[config.mk]
export PLATFORM = sky130hd
export DESIGN_NAME = regfile_mp_flat
export DESIGN_NICKNAME = d
export VERILOG_FILES = /design/src/rtl/regfile_mp_if.sv /design/src/rtl/regfile_mp.sv /design/src/flat_wrapper.sv
export SDC_FILE = /design/constraint.sdc
export NUM_CORES = 2
export LEC_CHECK = 0
export CELL_PAD_IN_SITES_DETAIL_PLACEMENT = 1
export CELL_PAD_IN_SITES_GLOBAL_PLACEMENT = 2
export CORE_ASPECT_RATIO = 1.4
export CORE_MARGIN = 3
export CORE_UTILIZATION = 39
export CTS_CLUSTER_DIAMETER = 30
export DETAILED_ROUTE_END_ITERATION = 8
export GPL_TIMING_DRIVEN = 0
export PLACE_DENSITY_LB_ADDON = 0.1
export SLEW_MARGIN = 10
export SYNTH_ARGS = -nofsm -noshare
export SYNTH_HDL_FRONTEND = slang
export SYNTH_SLANG_ARGS = --single-unit
export TNS_END_PERCENT = 30
[constraint.sdc]
create_clock -name clk -period 3.6 [get_ports clk]
set_clock_uncertainty 0.1 [all_clocks]
set_input_delay 0.72 -clock clk [delete_from_list [all_inputs] [get_ports clk]]
set_output_delay 0.72 -clock clk [all_outputs]
set_load 0.005 [all_outputs]
[src/rtl/regfile_mp_if.sv]
// Bus bundle for regfile_mp: clear request, busy flag, two write ports and NRD packed read ports.
interface regfile_mp_if #(
  parameter int DATA_W  = 32,
  parameter int REG_NUM = 32,
  parameter int NRD     = 2
);
  localparam int AW = $clog2(REG_NUM);

  logic                    clr;
  logic                    init_busy;
  logic                    wen0;
  logic [AW-1:0]           waddr0;
  logic [DATA_W-1:0]       wdata0;
  logic                    wen1;
  logic [AW-1:0]           waddr1;
  logic [DATA_W-1:0]       wdata1;
  logic [NRD*AW-1:0]       raddr;
  logic [NRD*DATA_W-1:0]   rdata;

  modport master (
    output clr, wen0, waddr0, wdata0, wen1, waddr1, wdata1, raddr,
    input  init_busy, rdata
  );

  modport slave (
    input  clr, wen0, waddr0, wdata0, wen1, waddr1, wdata1, raddr,
    output init_busy, rdata
  );
endinterface

[src/rtl/regfile_mp.sv]
// Multi-port register file: NRD combinational reads, two prioritised writes, optional
// write-to-read bypass and a clear sweep that zeroes every entry after reset or on clr.
module regfile_mp #(
  parameter int DATA_W   = 32,
  parameter int REG_NUM  = 32,
  parameter int NRD      = 2,
  parameter int BYPASS   = 1,
  parameter int ZERO_REG = 1
) (
  input  logic          clk,
  input  logic          rst,
  regfile_mp_if.slave   bus
);
  localparam int              AW      = $clog2(REG_NUM);
  localparam logic [AW:0]     NUM_W   = (AW+1)'(REG_NUM);
  localparam logic [AW-1:0]   LAST    = AW'(REG_NUM - 1);

  typedef enum logic {CLEAR, READY} state_e;

  state_e              state_q, state_d;
  logic [AW-1:0]       cnt_q, cnt_d;
  logic                busy;
  logic                we0_ok, we1_ok;
  logic [AW-1:0]       ra_c;
  logic [NRD*DATA_W-1:0] rdata_c;
  logic [DATA_W-1:0]   mem_q [REG_NUM];

  // An address is usable when it exists and is not the hardwired zero entry.
  function automatic logic addr_ok(input logic [AW-1:0] a);
    return ({1'b0, a} < NUM_W) && !((ZERO_REG != 0) && (a == '0));
  endfunction

  assign busy   = (state_q == CLEAR);
  assign we0_ok = bus.wen0 && !busy && addr_ok(bus.waddr0);
  assign we1_ok = bus.wen1 && !busy && addr_ok(bus.waddr1);

  // NOTE: sequential state uses non-blocking assignments so every flop samples pre-edge values.
  always_ff @(posedge clk or negedge rst) begin
    if (!rst) begin
      state_q <= CLEAR;
      cnt_q   <= '0;
    end else begin
      state_q <= state_d;
      cnt_q   <= cnt_d;
    end
  end

  // NOTE: every always_comb output gets a default first so no latch can be inferred.
  always_comb begin
    state_d = state_q;
    cnt_d   = cnt_q;
    unique case (state_q)
      CLEAR: begin
        if (bus.clr) begin
          cnt_d = '0;
        end else if (cnt_q == LAST) begin
          state_d = READY;
          cnt_d   = '0;
        end else begin
          cnt_d = cnt_q + 1'b1;
        end
      end
      READY: begin
        if (bus.clr) begin
          state_d = CLEAR;
          cnt_d   = '0;
        end
      end
      default: state_d = CLEAR;
    endcase
  end

  // NOTE: the array has no reset; the clear sweep is the only way it gets zeroed.
  always_ff @(posedge clk) begin
    if (busy) begin
      mem_q[cnt_q] <= '0;
    end else begin
      if (we0_ok) mem_q[bus.waddr0] <= bus.wdata0;
      // Port 1 is assigned last so it wins a same-address collision.
      if (we1_ok) mem_q[bus.waddr1] <= bus.wdata1;
    end
  end

  always_comb begin
    rdata_c = '0;
    ra_c    = '0;
    for (int k = 0; k < NRD; k++) begin
      ra_c = bus.raddr[k*AW +: AW];
      if (!busy && addr_ok(ra_c)) begin
        if ((BYPASS != 0) && we1_ok && (bus.waddr1 == ra_c)) begin
          rdata_c[k*DATA_W +: DATA_W] = bus.wdata1;
        end else if ((BYPASS != 0) && we0_ok && (bus.waddr0 == ra_c)) begin
          rdata_c[k*DATA_W +: DATA_W] = bus.wdata0;
        end else begin
          rdata_c[k*DATA_W +: DATA_W] = mem_q[ra_c];
        end
      end
    end
  end

  assign bus.rdata     = rdata_c;
  assign bus.init_busy = busy;
endmodule

[src/flat_wrapper.sv]
// flat-port wrapper written by rule: the top's interface ports become plain ports
module regfile_mp_flat 
#(
  parameter int DATA_W   = 32,
  parameter int REG_NUM  = 32,
  parameter int NRD      = 2,
  parameter int BYPASS   = 1,
  parameter int ZERO_REG = 1
)
  (clk, rst, bus_clr, bus_wen0, bus_waddr0, bus_wdata0, bus_wen1, bus_waddr1, bus_wdata1, bus_raddr, bus_init_busy, bus_rdata);
  regfile_mp_if #(.DATA_W(DATA_W), .REG_NUM(REG_NUM), .NRD(NRD)) bus_i ();
  input  logic clk;
  input  logic rst;
  input wire logic [$bits(bus_i.clr)-1:0] bus_clr;
  input wire logic [$bits(bus_i.wen0)-1:0] bus_wen0;
  input wire logic [$bits(bus_i.waddr0)-1:0] bus_waddr0;
  input wire logic [$bits(bus_i.wdata0)-1:0] bus_wdata0;
  input wire logic [$bits(bus_i.wen1)-1:0] bus_wen1;
  input wire logic [$bits(bus_i.waddr1)-1:0] bus_waddr1;
  input wire logic [$bits(bus_i.wdata1)-1:0] bus_wdata1;
  input wire logic [$bits(bus_i.raddr)-1:0] bus_raddr;
  output wire logic [$bits(bus_i.init_busy)-1:0] bus_init_busy;
  output wire logic [$bits(bus_i.rdata)-1:0] bus_rdata;
  assign bus_i.clr = bus_clr;
  assign bus_i.wen0 = bus_wen0;
  assign bus_i.waddr0 = bus_waddr0;
  assign bus_i.wdata0 = bus_wdata0;
  assign bus_i.wen1 = bus_wen1;
  assign bus_i.waddr1 = bus_waddr1;
  assign bus_i.wdata1 = bus_wdata1;
  assign bus_i.raddr = bus_raddr;
  assign bus_init_busy = bus_i.init_busy;
  assign bus_rdata = bus_i.rdata;
  regfile_mp #(.DATA_W(DATA_W), .REG_NUM(REG_NUM), .NRD(NRD), .BYPASS(BYPASS), .ZERO_REG(ZERO_REG)) u_core (.clk(clk), .rst(rst), .bus(bus_i));
endmodule
==> flow_summary.yaml <==
run_status:
  run_status: "complete, but fails checks"
  violated_checks: "negative setup slack"
floorplan:
  initial_core_util_pct: 39.45
  top_level_ports: 154
  core_area_sq_um: 152500
  std_cell_rows: 169
  die_area_sq_um: 159000
  horizontal_die_dimension_um: 337.9
  die_y_um: 470.7
global_routing:
  grt_max_degree: 21
  via_count_of_the_first_global_routing_pass: 55860
  globalRoute.totalOverflow: 0
  number_of_antenna_violations_at_the_first_check_in_global_routing: 23
  global_route_wire_length_before_repair_mm: 438.2
  grt_use_total_pct: 40.26
power:
  p_leak_nw: 27.95
  cell_internal_pwr_mw: 29.35
  netSwitchingFraction_pct: 24.77
  share_seq_of_total_power_pct: 34.0
  peakVddDrop_uv: 526.6
  power.share.combinational_pct: 7.9
  powerDensity_nw_per_um2: 501.2
  p_sw_mw: 9.661
  clock_power_share_pct: 58.1
placed_design:
  dpl.hpwl_mm: 245.5
  globalplace.congestion: 0.9693
  io_buffers: 112
  total_placed_instance_area_sq_um: 65640
cells_and_area:
  mostFrequentLayoutCell: "sky130_fd_sc_hd__nand2_1"
  layout.cells.most_common_list: "sky130_fd_sc_hd__nand2_1, sky130_fd_sc_hd__edfxtp_1, sky130_fd_sc_hd__o21ai_0"
  stdcell_area_sq_um: 77830
  layout-area-overhead-vs-synth_pct: 29.40
  multiInputGateArea_sq_um: 28380
  post-route-util_pct: 51.05
  post_route_cells_drive_above_1_share_pct: 26.80
  nFillCells: 15900
  finalNetCount: 6118
  regArea_sq_um: 30900
routing:
  drtAntennaViolNets: 0
  viasPerCell: 6.665
  firstDrtPassIters: 7
  drt_drc_violations_left: 0
  via_count: 55260
  drt_iter0_markers: 7516
  drt-total-wl_mm: 328.6
  wl_per_cell_um: 39.64
synthesis:
  number_of_synthesis_warnings: 0
  synth-compound-area-share_pct: 13.99
  share_of_synthesized_area_spent_on_multiplexers_pct: 19.81
  synth_simple_gate_area_share_pct: 9.771
  synthesized_area_fraction_occupied_by_xor_and_xnor_cells_pct: 0.2912
  synth_ff_type: "sky130_fd_sc_hd__edfxtp_1"
  post_synth_num_cell_types: 55
  post_synth_instance_area_sq_um: 60150
  number_of_synthesized_flops_with_an_enable_pin: 1024
  main_combinational_cell_family_by_area_after_synthesis: "multiplexers"
  synthCells: 5538
  post_synth_fa_ha_maj_area_fraction_pct: 0.04161
  syn-mean-instance-area_sq_um: 10.86
  synth.ff_latch_count: 1030
  synth_fp_nets: 5629
  synth_sequential_area_ratio_pct: 51.38
  synthArstFlopShare_pct: 0.5825
min_path:
  min_path_cells: 3
  timing.hold.worst.start: "bus_wdata1[16]"
  min_to: "u_core.mem_q[1][16]"
  min_path_type: "in -> reg"
cts:
  clk_path_buf_depth: 3
  worst_skew_late_latency_ns: 0.89
  clkSlewWorstSetupHoldPaths_ns: 0.05
  cts-root-buf: "sky130_fd_sc_hd__clkbuf_16"
  cts_tree: "built"
  numClockSinks: 1030
  cts_made_buffers: 238
  cts-htree-levels: 4
sta:
  worstMarginPinSlew_ns: 1.372
  final.hold.worst_slack_ns: 0.1563
  timing.final.crit_share_pct: 118.1
  setup_slack_ns: -0.6533
  finalMaxSlewViolations: 0
  finalHoldViolations: 0
  timing.max_slew.rel_slack_pct: 8.558
  report.final.setup_viol: 439
  finalWorstPathRequiredPeriod_ns: 4.253
  clock.fmax_ghz: 0.2351
  setup_repair_after_global_routing_missed_its_margin: "yes"
critical_path:
  rrSetupSlack_ns: -0.58
  rr_startpoint: "u_core.state_q"
  worst_setup_path_start_kind: "flip-flop"
  arrival_ns: 3.43
  worstRegToRegCells: 8
  critical_path.endpoint_type: "output port"
  crit_fanout: 5
  crit-reg2reg-capture: "u_core.mem_q[13][26]"
  worst-setup-path-type: "reg -> out"
  critPathRequiredTime_ns: 2.78
run:
  drv.max_cap_violation_count: 0
==> stage by stage <==
step / instances / TNS, ns / setup WS, ns / total power [mW]
global placement: 7702 / -4054.81 / -5.185 / 15.95
finish: 8290 / -83.43 / -0.6533 / 39.01
global route: 8285 / -69.77 / -0.6513 / 39.60
floorplan: 5538 / -156.54 / -0.6645 / 14.84
detailed placement: 7760 / -2485.38 / -2.988 / 16.04
CTS: 8233 / -164.84 / -0.5469 / 38.67
==> logic make-up after synthesis <==
family                   after synthesis
AO/OA/AOI/OAI                       1493
XOR/XNOR                              20
adder cells (fa/ha/maj)                2
buffers and inverters                719
flip-flops                          1030
multiplexers                         835
AND/OR/NAND/NOR                     1439
==> layer usage <==
layer	track usage, %	up-vias	routed length (um)
li1	-	21850	-
met1	48.50	28390	115600
met2	64.40	3926	153700
met3	11.57	1083	37950
met4	22.78	10	21200
met5	0	-	62
==> power by group through the flow <==
stage | clock [mW] | combinational [mW] | sequential (mW)
final | 22.7 | 3.08 | 13.3
after global routing | 23.3 | 3.09 | 13.2
after CTS | 22.6 | 2.84 | 13.2
after detailed placement | 0 | 2.58 | 13.5
after global placement | 0 | 2.47 | 13.5
after floorplan | 0 | 1.41 | 13.4
==> worst max-delay path by stage <==
stage / from / endpoint / slack [ns] / cells past startpoint
2_1_floorplan: bus_waddr0[3] / u_core.mem_q[3][0] / -0.66 / 6
3_3_place_gp: bus_wen0 / u_core.mem_q[1][8] / -5.19 / 9
3_5_place_dp: bus_raddr[2] / bus_rdata[9] / -2.99 / 10
4_1_cts: u_core.state_q / bus_rdata[33] / -0.55 / 9
5_1_grt: u_core.state_q / bus_rdata[41] / -0.65 / 9
6_report: u_core.state_q / bus_rdata[34] / -0.65 / 9
==> registers in the layout (all words and copies together) (netlist names) <==
name and count:
u_core.mem_q 1024, u_core.cnt_q 5, u_core.state_q 1
==> area by class of cell <==
cell class	count	share of cell area [%]
flip-flops and latches	1030	39.70
multi-input cells	3789	36.46
clock buffers	259	7.863
plain buffers	663	5.606
repair buffers	269	4.106
well taps	2052	3.299
clock inverters	186	2.765
inverters	36	0.1736
diodes	6	0.01929
==> worst max-delay path: stages (launching register included) <==
cell and delay [ns]:
sky130_fd_sc_hd__dfrtp_2 0.48, sky130_fd_sc_hd__and2_4 0.19, sky130_fd_sc_hd__o21ai_4 0.08, sky130_fd_sc_hd__nor4_4 0.05, sky130_fd_sc_hd__buf_4 0.16, sky130_fd_sc_hd__or3_4 0.41
sky130_fd_sc_hd__buf_12 0.16, sky130_fd_sc_hd__buf_12 0.14, sky130_fd_sc_hd__o211ai_1 0.61, sky130_fd_sc_hd__buf_2 0.24
==> repair_timing <==
item,in CTS,in global routing
cloned,4,1
setup endpoints to repair,1968,1002
resized for setup,955,392
hold buffers,1,0
hold endpoints to repair,6,0
buffers inserted,36,59
pin swaps,61,95
==> synthesized netlist by cell type (4+ instances only) <==
cell                       count  area (sq um)
sky130_fd_sc_hd__buf_2        55         275.3
sky130_fd_sc_hd__mux2_2      253          2849
sky130_fd_sc_hd__xnor2_1       5         43.79
sky130_fd_sc_hd__edfxtp_1   1024         30750
sky130_fd_sc_hd__nand3_1      39         195.2
sky130_fd_sc_hd__nor4_1       43         269.0
sky130_fd_sc_hd__a22oi_1      36         270.3
sky130_fd_sc_hd__nor3_1        8         40.04
sky130_fd_sc_hd__o31ai_1      64         480.5
sky130_fd_sc_hd__o22ai_1     271          1695
sky130_fd_sc_hd__buf_6         4         45.04
sky130_fd_sc_hd__o21ai_0     949          4750
sky130_fd_sc_hd__nand3b_1      6         45.04
sky130_fd_sc_hd__dfrtp_1       6         150.1
sky130_fd_sc_hd__clkbuf_2     26         130.1
sky130_fd_sc_hd__and3_1        6         37.54
sky130_fd_sc_hd__mux4_2      259          5833
sky130_fd_sc_hd__xor2_1       15         131.4
sky130_fd_sc_hd__or4_1        32         240.2
sky130_fd_sc_hd__o21bai_1     12         90.09
sky130_fd_sc_hd__o211ai_1     31         232.7
sky130_fd_sc_hd__nand2_1    1106          4151
sky130_fd_sc_hd__a21oi_1       5         25.02
sky130_fd_sc_hd__nand2b_1     11         68.82
sky130_fd_sc_hd__a211oi_1     31         232.7
sky130_fd_sc_hd__a22o_1       36         315.3
sky130_fd_sc_hd__nor2_1      158         593.1
sky130_fd_sc_hd__clkbuf_1    535          2008
sky130_fd_sc_hd__buf_1        60         225.2
sky130_fd_sc_hd__o21ai_1      50         250.2
sky130_fd_sc_hd__inv_1        36         135.1
sky130_fd_sc_hd__mux2i_1     323          3233
No activity file was read; power rests on OpenSTA's default activity.
